[config.mk]
export PLATFORM = sky130hd
export DESIGN_NAME = tluh_err_resp
export DESIGN_NICKNAME = d
export VERILOG_FILES = /design/src/rtl/tluh_err_resp.sv
export SDC_FILE = /design/constraint.sdc
export NUM_CORES = 1
export LEC_CHECK = 0
export ABC_CLOCK_PERIOD_IN_PS = 1800
export CORE_MARGIN = 8
export CORE_UTILIZATION = 24
export CTS_BUF_LIST = sky130_fd_sc_hd__clkbuf_8
export DETAILED_ROUTE_END_ITERATION = 16
export PLACE_DENSITY = 0.9
export SYNTH_ARGS = -nofsm -noshare
export SYNTH_HDL_FRONTEND = slang
export SYNTH_SLANG_ARGS = --single-unit
[constraint.sdc]
create_clock -name clk_i -period 1.8 [get_ports clk_i]
set_clock_uncertainty 0.05 [all_clocks]
set_input_delay 0.45 -clock clk_i [delete_from_list [all_inputs] [get_ports clk_i]]
set_output_delay 0.45 -clock clk_i [all_outputs]
set_load 0.01 [all_outputs]
[src/rtl/tluh_err_resp.sv]
// TL-UH error responder: accepts one request at a time and answers it with d_error=1 beats.
// Optional first-error log enabled by defining TLUH_ERR_RESP_LOG_EN.
package tluh_pkg;
  localparam int TL_AW  = 32;
  localparam int TL_DW  = 32;
  localparam int TL_IW  = 8;
  localparam int TL_SZW = 3;
  localparam int TL_DBW = TL_DW / 8;

  localparam logic [2:0] OP_PUT_FULL    = 3'd0;
  localparam logic [2:0] OP_PUT_PARTIAL = 3'd1;
  localparam logic [2:0] OP_ARITH       = 3'd2;
  localparam logic [2:0] OP_LOGICAL     = 3'd3;
  localparam logic [2:0] OP_GET         = 3'd4;
  localparam logic [2:0] OP_INTENT      = 3'd5;

  localparam logic [2:0] D_ACCESS_ACK      = 3'd0;
  localparam logic [2:0] D_ACCESS_ACK_DATA = 3'd1;
  localparam logic [2:0] D_HINT_ACK        = 3'd2;

  typedef struct packed {
    logic              a_valid;
    logic [2:0]        a_opcode;
    logic [2:0]        a_param;
    logic [TL_SZW-1:0] a_size;
    logic [TL_IW-1:0]  a_source;
    logic [TL_AW-1:0]  a_address;
    logic [TL_DBW-1:0] a_mask;
    logic [TL_DW-1:0]  a_data;
    logic              d_ready;
  } tluh_h2d_t;

  typedef struct packed {
    logic              d_valid;
    logic [2:0]        d_opcode;
    logic [2:0]        d_param;
    logic [TL_SZW-1:0] d_size;
    logic [TL_IW-1:0]  d_source;
    logic              d_sink;
    logic [TL_DW-1:0]  d_data;
    logic              d_error;
    logic              a_ready;
  } tluh_d2h_t;
endpackage

module tluh_err_resp
  import tluh_pkg::*;
#(
  parameter int             DW       = TL_DW,
  parameter int             MAX_SIZE = 3,
  parameter logic [DW-1:0]  ERR_DATA = DW'(32'hFFFF_FFFF)
) (
  input  logic             clk_i,
  input  logic             rst_ni,
  input  tluh_h2d_t        tl_h_i,
  output tluh_d2h_t        tl_h_o,
  input  logic             err_clr_i,
  output logic             err_valid_o,
  output logic [TL_AW-1:0] err_addr_o,
  output logic [TL_IW-1:0] err_src_o
);

  localparam int LB   = $clog2(DW / 8);
  localparam int CNTW = (MAX_SIZE > LB + 1) ? (MAX_SIZE - LB) : 1;

  typedef enum logic {IDLE, RESP} state_e;

  state_e            state_q, state_d;
  logic [2:0]        rsp_op_q;
  logic              rsp_data_q;
  logic [TL_SZW-1:0] size_q;
  logic [TL_IW-1:0]  src_q;
  logic [CNTW-1:0]   cnt_q, last_cnt;
  logic              a_ready, d_valid, a_hs, d_hs, last_beat;
  logic [TL_SZW-1:0] size_clamped;
  logic [3:0]        map;

  // {multi-beat data response, D opcode}
  function automatic logic [3:0] map_op(input logic [2:0] op);
    case (op)
      OP_GET, OP_ARITH, OP_LOGICAL: map_op = {1'b1, D_ACCESS_ACK_DATA};
      OP_INTENT:                    map_op = {1'b0, D_HINT_ACK};
      default:                      map_op = {1'b0, D_ACCESS_ACK};
    endcase
  endfunction

  assign map          = map_op(tl_h_i.a_opcode);
  assign size_clamped = (tl_h_i.a_size > TL_SZW'(MAX_SIZE)) ? TL_SZW'(MAX_SIZE) : tl_h_i.a_size;
  assign a_hs         = tl_h_i.a_valid & a_ready;
  assign d_hs         = d_valid & tl_h_i.d_ready;

  // Only data responses wider than the bus span more than one beat.
  always_comb begin
    last_cnt = '0;
    if (rsp_data_q && (int'(size_q) > LB))
      last_cnt = CNTW'((1 << (int'(size_q) - LB)) - 1);
  end
  assign last_beat = (cnt_q == last_cnt);

  always_comb begin
    state_d = state_q;
    a_ready = 1'b0;
    d_valid = 1'b0;
    case (state_q)
      IDLE: begin
        a_ready = 1'b1;
        if (tl_h_i.a_valid) state_d = RESP;
      end
      RESP: begin
        d_valid = 1'b1;
        if (tl_h_i.d_ready && last_beat) state_d = IDLE;
      end
      default: state_d = IDLE;
    endcase
  end

  always_ff @(posedge clk_i or negedge rst_ni) begin
    if (!rst_ni) begin
      state_q    <= IDLE;
      rsp_op_q   <= '0;
      rsp_data_q <= 1'b0;
      size_q     <= '0;
      src_q      <= '0;
      cnt_q      <= '0;
    end else begin
      state_q <= state_d;
      if (a_hs) begin
        rsp_op_q   <= map[2:0];
        rsp_data_q <= map[3];
        size_q     <= size_clamped;
        src_q      <= tl_h_i.a_source;
      end
      if (d_hs) cnt_q <= last_beat ? '0 : cnt_q + 1'b1;
    end
  end

  always_comb begin
    tl_h_o          = '0;
    tl_h_o.d_valid  = d_valid;
    tl_h_o.d_opcode = rsp_op_q;
    tl_h_o.d_size   = size_q;
    tl_h_o.d_source = src_q;
    tl_h_o.d_data   = TL_DW'(ERR_DATA);
    tl_h_o.d_error  = d_valid;
    tl_h_o.a_ready  = a_ready;
  end

`ifdef TLUH_ERR_RESP_LOG_EN
  logic             err_valid_q;
  logic [TL_AW-1:0] err_addr_q;
  logic [TL_IW-1:0] err_src_q;

  // A new acceptance in the same cycle as a clear re-arms the log with that request.
  always_ff @(posedge clk_i or negedge rst_ni) begin
    if (!rst_ni) begin
      err_valid_q <= 1'b0;
      err_addr_q  <= '0;
      err_src_q   <= '0;
    end else if (a_hs && (!err_valid_q || err_clr_i)) begin
      err_valid_q <= 1'b1;
      err_addr_q  <= tl_h_i.a_address;
      err_src_q   <= tl_h_i.a_source;
    end else if (err_clr_i) begin
      err_valid_q <= 1'b0;
    end
  end

  assign err_valid_o = err_valid_q;
  assign err_addr_o  = err_addr_q;
  assign err_src_o   = err_src_q;

  logic unused_in;
  assign unused_in = ^{tl_h_i.a_param, tl_h_i.a_mask, tl_h_i.a_data};
`else
  assign err_valid_o = 1'b0;
  assign err_addr_o  = '0;
  assign err_src_o   = '0;

  logic unused_in;
  assign unused_in = ^{tl_h_i.a_param, tl_h_i.a_mask, tl_h_i.a_data, tl_h_i.a_address, err_clr_i};
`endif

endmodule

---- Word level (Yosys, flattened, before mapping) ----
Index checks and enable logic that the tools add are counted.
word-level totals
  word-level logic and storage cells ...... 32
  memories kept ........................... 0
  output and inout port bits .............. 94
  input port bits ......................... 90
  latch bits .............................. 0
  memory bits (writable) .................. 0
  register bits after elaboration ......... 17
  ROM bits ................................ 0
cells by class
  reduce and logical (&&, ||, !) cells .... 3
  bitwise operators ....................... 3
  divide/modulo/power cells ............... 0
  $mul .................................... 0
  magnitude comparators ................... 2
  equal/unequal tests ..................... 5
  $add $sub $neg .......................... 3
  muxes and demuxes ....................... 9
  shift-type cells ........................ 1
operators by type and width
  kind                    count
  $shl A1 B32 Y1 const A  1
  $pmux W4 S2             1
  $eq A3 B2 Y1 const B    2
  $eq A3 B3 Y1 const B    2
  $gt A3 B2 Y1 const B    2
  $mux W1                 6
  $sub A3 B2 Y4 const B   1
  $mux W3                 1
  $reduce_or A3 Y1        1
  $and A1 B1 Y1           2
  $logic_and A1 B1 Y1     2
  $pmux W1 S2             1
  $add A1 B1 Y1 const B   1
  $eq A1 B1 Y1            1
  $not A1 Y1              1
  $sub A1 B1 Y1 const B   1

---- Depth between registers and ports, before layout ----
  word-level depth ........................ 8
  mapped depth ............................ 5
  mapped depth without buffers ............ 4

---- Least setup slack after synthesis ----
OpenSTA, ideal clock, no wires.
  kind .................................... input-to-reg
  from .................................... in tl_h_i[86] (netlist bit)
  to ...................................... reg src_q[1]
  required time ........................... 1.625 ns
  cell stages on the path ................. 4
  setup slack ............................. 0.496 ns
  data arrival time ....................... 1.129 ns
  library setup time ...................... 0.125 ns
  path through ............................ nor2b_1 -> buf_6 -> buf_8 -> mux2_4
between the ends
  longest elaborated chain between the ends .. 1
RTL lines
  element               RTL line  RTL
  start, declared       55        input tluh_h2d_t tl_h_i,
  $and A1 B1 Y1         89        assign a_hs = tl_h_i.a_valid & a_ready;
  end signal, assigned  131       src_q <= tl_h_i.a_source;
  end, declared         72        logic [TL_IW-1:0] src_q;
No other way between the ends.
A chain may end at the register's enable or synchronous reset.

==> results <==
[what timing repair did]
item,in CTS,in global routing
endpoints found under the hold margin,0,0
endpoints found under the setup margin,0,3
resized for setup,0,2
[placed cells by master, fill, tap and decap left out, types with 3 or more instances in the layout]
cell type / count
buf_4: 3
dfrtp_1: 14
a21oi_1: 4
inv_1: 3
nor2b_1: 3
clkdlybuf4s50_1: 32
clkbuf_8: 3
conb_1: 78
nor2_1: 7
mux2_2: 8
[worst max-delay path by stage]
stage	startpoint	to	slack (ns)	depth (start not counted)
floorplan	tl_h_i[86]	src_q[1]	0.50	4
global placement	tl_h_i[86]	src_q[6]	0.04	4
detailed placement	tl_h_i[86]	src_q[4]	-0.00001	4
CTS	state_q	tl_h_o[0]	0.002	2
global route	state_q	tl_h_o[1]	0.03	1
finish	state_q	tl_h_o[1]	0.09	1
[cell type report]
cell class	instances	share of cell area (%)
Multi-Input combinational cell	107	36.7
Sequential cell	15	27.2
Timing Repair Buffer	36	25.6
Tap cell	70	6.32
Clock buffer	3	2.98
Inverter	3	0.812
Clock inverter	1	0.361
[sequential cells by signal, summed over array words and instances, names as in the netlist]
register and count:
src_q 8, size_q 3, rsp_op_q 2, cnt_q 1, state_q 1
[routing by layer]
layer  up-vias  wire [microns]  GRT usage [%]
met5         -               0              0
met4         0              35           3.23
met3         2             498           3.71
met2        67            1170           9.57
met1       315             968           6.45
li1        316               -              -
[report_power, final]
group / total [mW] / internal, mW / switching [mW]
logic: 0.849 / 0.473 / 0.376
registers: 0.597 / 0.494 / 0.103
clock network: 0.264 / 0.153 / 0.111
[per-stage QoR]
stage / power (mW) / hold WS (ns) / area, sq um / setup slack, ns
floorplan: 1.18 / 0.104 / 1540 / 0.496
global placement: 1.44 / 0.438 / 1340 / 0.0449
detailed placement: 1.46 / 0.450 / 1340 / -0.0000111
CTS: 1.74 / 0.465 / 1380 / 0.00160
global route: 1.87 / 0.468 / 1390 / 0.0344
finish: 1.71 / 0.464 / 1390 / 0.0921
[kinds of logic (layout without fill, tap and decap cells)]
family | count (synthesis) | count (layout)
and+or+nand+nor | 12 | 12
AOI/OAI and AO/OA | 6 | 6
adders and majority gates | 1 | 1
buffers and inverters | 87 | 43
other | 2 | 78
muxes | 10 | 10
DFF | 15 | 15
==> flow_summary_export.csv <==
group,metric,value,unit
yosys,synth_edf_count,0,
setup_path,crit_slowest_cell,"clkdlybuf4s50_1",
clocking,cts_hold_buf,0,
clocking,root_buffer,"clkbuf_8",
yosys,ys_top_cells_by_count,"buf_4 (82), dfrtp_1 (15), mux2_2 (8)",
global_route,gr-total-overflow,0,
sta,report.final.slew_viol_count,0,
detailed_routing,wl_per_cell,11.4,microns
yosys,syn_area,1250,sq um
finish,final_cell_count_no_fill,235,
yosys,yosys.area.top_type_share,49.2,%
die,die_w,88.2,microns
detailed_routing,dr.pass1.iters,2,
setup_path,end_kind,"output port",
sta,rsz0062_at_grt,"false",
worst_hold_path,min_path_type,"flop to flop",
die,die_y,88.2,microns
setup_path,cp_top_family,"buffers and inverters",
placed_design,place_hpwl,2340,microns
yosys,ys_top_cells_by_area,"buf_4 (49%), dfrtp_1 (30%), mux2_2 (7.2%)",
setup_path,cp.required,1.30,ns
yosys,synthAdderAreaFrac,0.999,%
die,initial_core_util,24.7,%
pwr,leakage,0.707,nW
finish,drive_gt1_share,10.3,%
detailed_routing,dr.first_iter.drc_count,3,
global_route,antenna_found_initial,0,
setup_path,worst_r2r_path_depth,3,
setup_path,critPathMaxFanout,7,
pwr,p_per_area,1230,nW/um^2
placed_design,placed_cells,231,
yosys,synth-xor-area-share,0,%
yosys,synth_top_cell_by_area,"buf_4",
yosys,synth_top_family_by_area,"buffers and inverters",
clocking,cts_made_buffers,3,
finish,regArea,377,sq um
worst_hold_path,hold_path_depth,1,
detailed_routing,viasPerCell,2.98,
die,die_area,7790,sq um
setup_path,worstSetupStartpointType,"flop",
clocking,cts.sinks,15,
clocking,clk_latency,0.24,ns
setup_path,path_cells,"clkdlybuf4s50_1",
placed_design,place.gp.congestion,0.682,
global_route,grt_first_pass_wirelength,3650,microns
yosys,synth_top_flop_cell,"dfrtp_1",
finish,area_delta_synth_final,10.7,%
run,drv_cap,0,
sta,fin_setup_tns,0,ns
die,fp-row-count,26,
sta,period_share,94.9,%
sta,fin_crit,1.71,ns
global_route,first_global_vias,761,
die,pin_count,184,
detailed_routing,ant_nets,0,
setup_path,path_buf_inv,1,
finish,fillerInstances,566,
finish,diodes,0,
global_route,grt_max_degree,16,
yosys,avgSynthCellArea,9.42,sq um
yosys,synth_compound_area_share,2.50,%
finish,postLayoutCoreUtil,27.3,%
clocking,clkTransAtPathRegs,0.06,ns
finish,multi_input_area,509,sq um
setup_path,arrival,1.21,ns
detailed_routing,drc,0,
yosys,synth-async-reset-ratio,100,%
pwr,ir_drop,0.632,mV
clocking,cts_htree_levels,1,
placed_design,portBuffers,33,
yosys,yosysSeqAreaShare,30.0,%
sta,setup_violations,0,
clocking,post_cts_buffers,0,
finish,nets,257,
yosys,syn_inst,133,
setup_path,timing.rr.end,"src_q[4]",
worst_hold_path,hp-start,"src_q[5]",
sta,fmax,586,MHz
yosys,synth_mux_area_share,9.19,%
outcome,status,"finished, final reports clean",
setup_path,cpPeakStageDelay,0.55,ns
worst_hold_path,min_to,"src_q[5]",
yosys,synth.distinct_cells,17,
setup_path,reg2reg_from,"state_q",
global_route,grt_use_total,6.19,%
clocking,cts_tree,"done",
setup_path,reg2reg_slack,0.51,ns
yosys,synth_most_common_cell,"buf_4",
yosys,ys_ff_latch,15,
setup_path,critPathKind,"flop to output port",
yosys,yosys_warnings,0,
detailed_routing,totalWireLength,2670,microns
clocking,cts.path.max_buffers,2,
die,core-area,5070,sq um
detailed_routing,vias,700,
sta,timing.final.hold_violations,0,
yosys,synthSimpleGateAreaFrac,4.60,%
(Power assumes the default switching activity.)
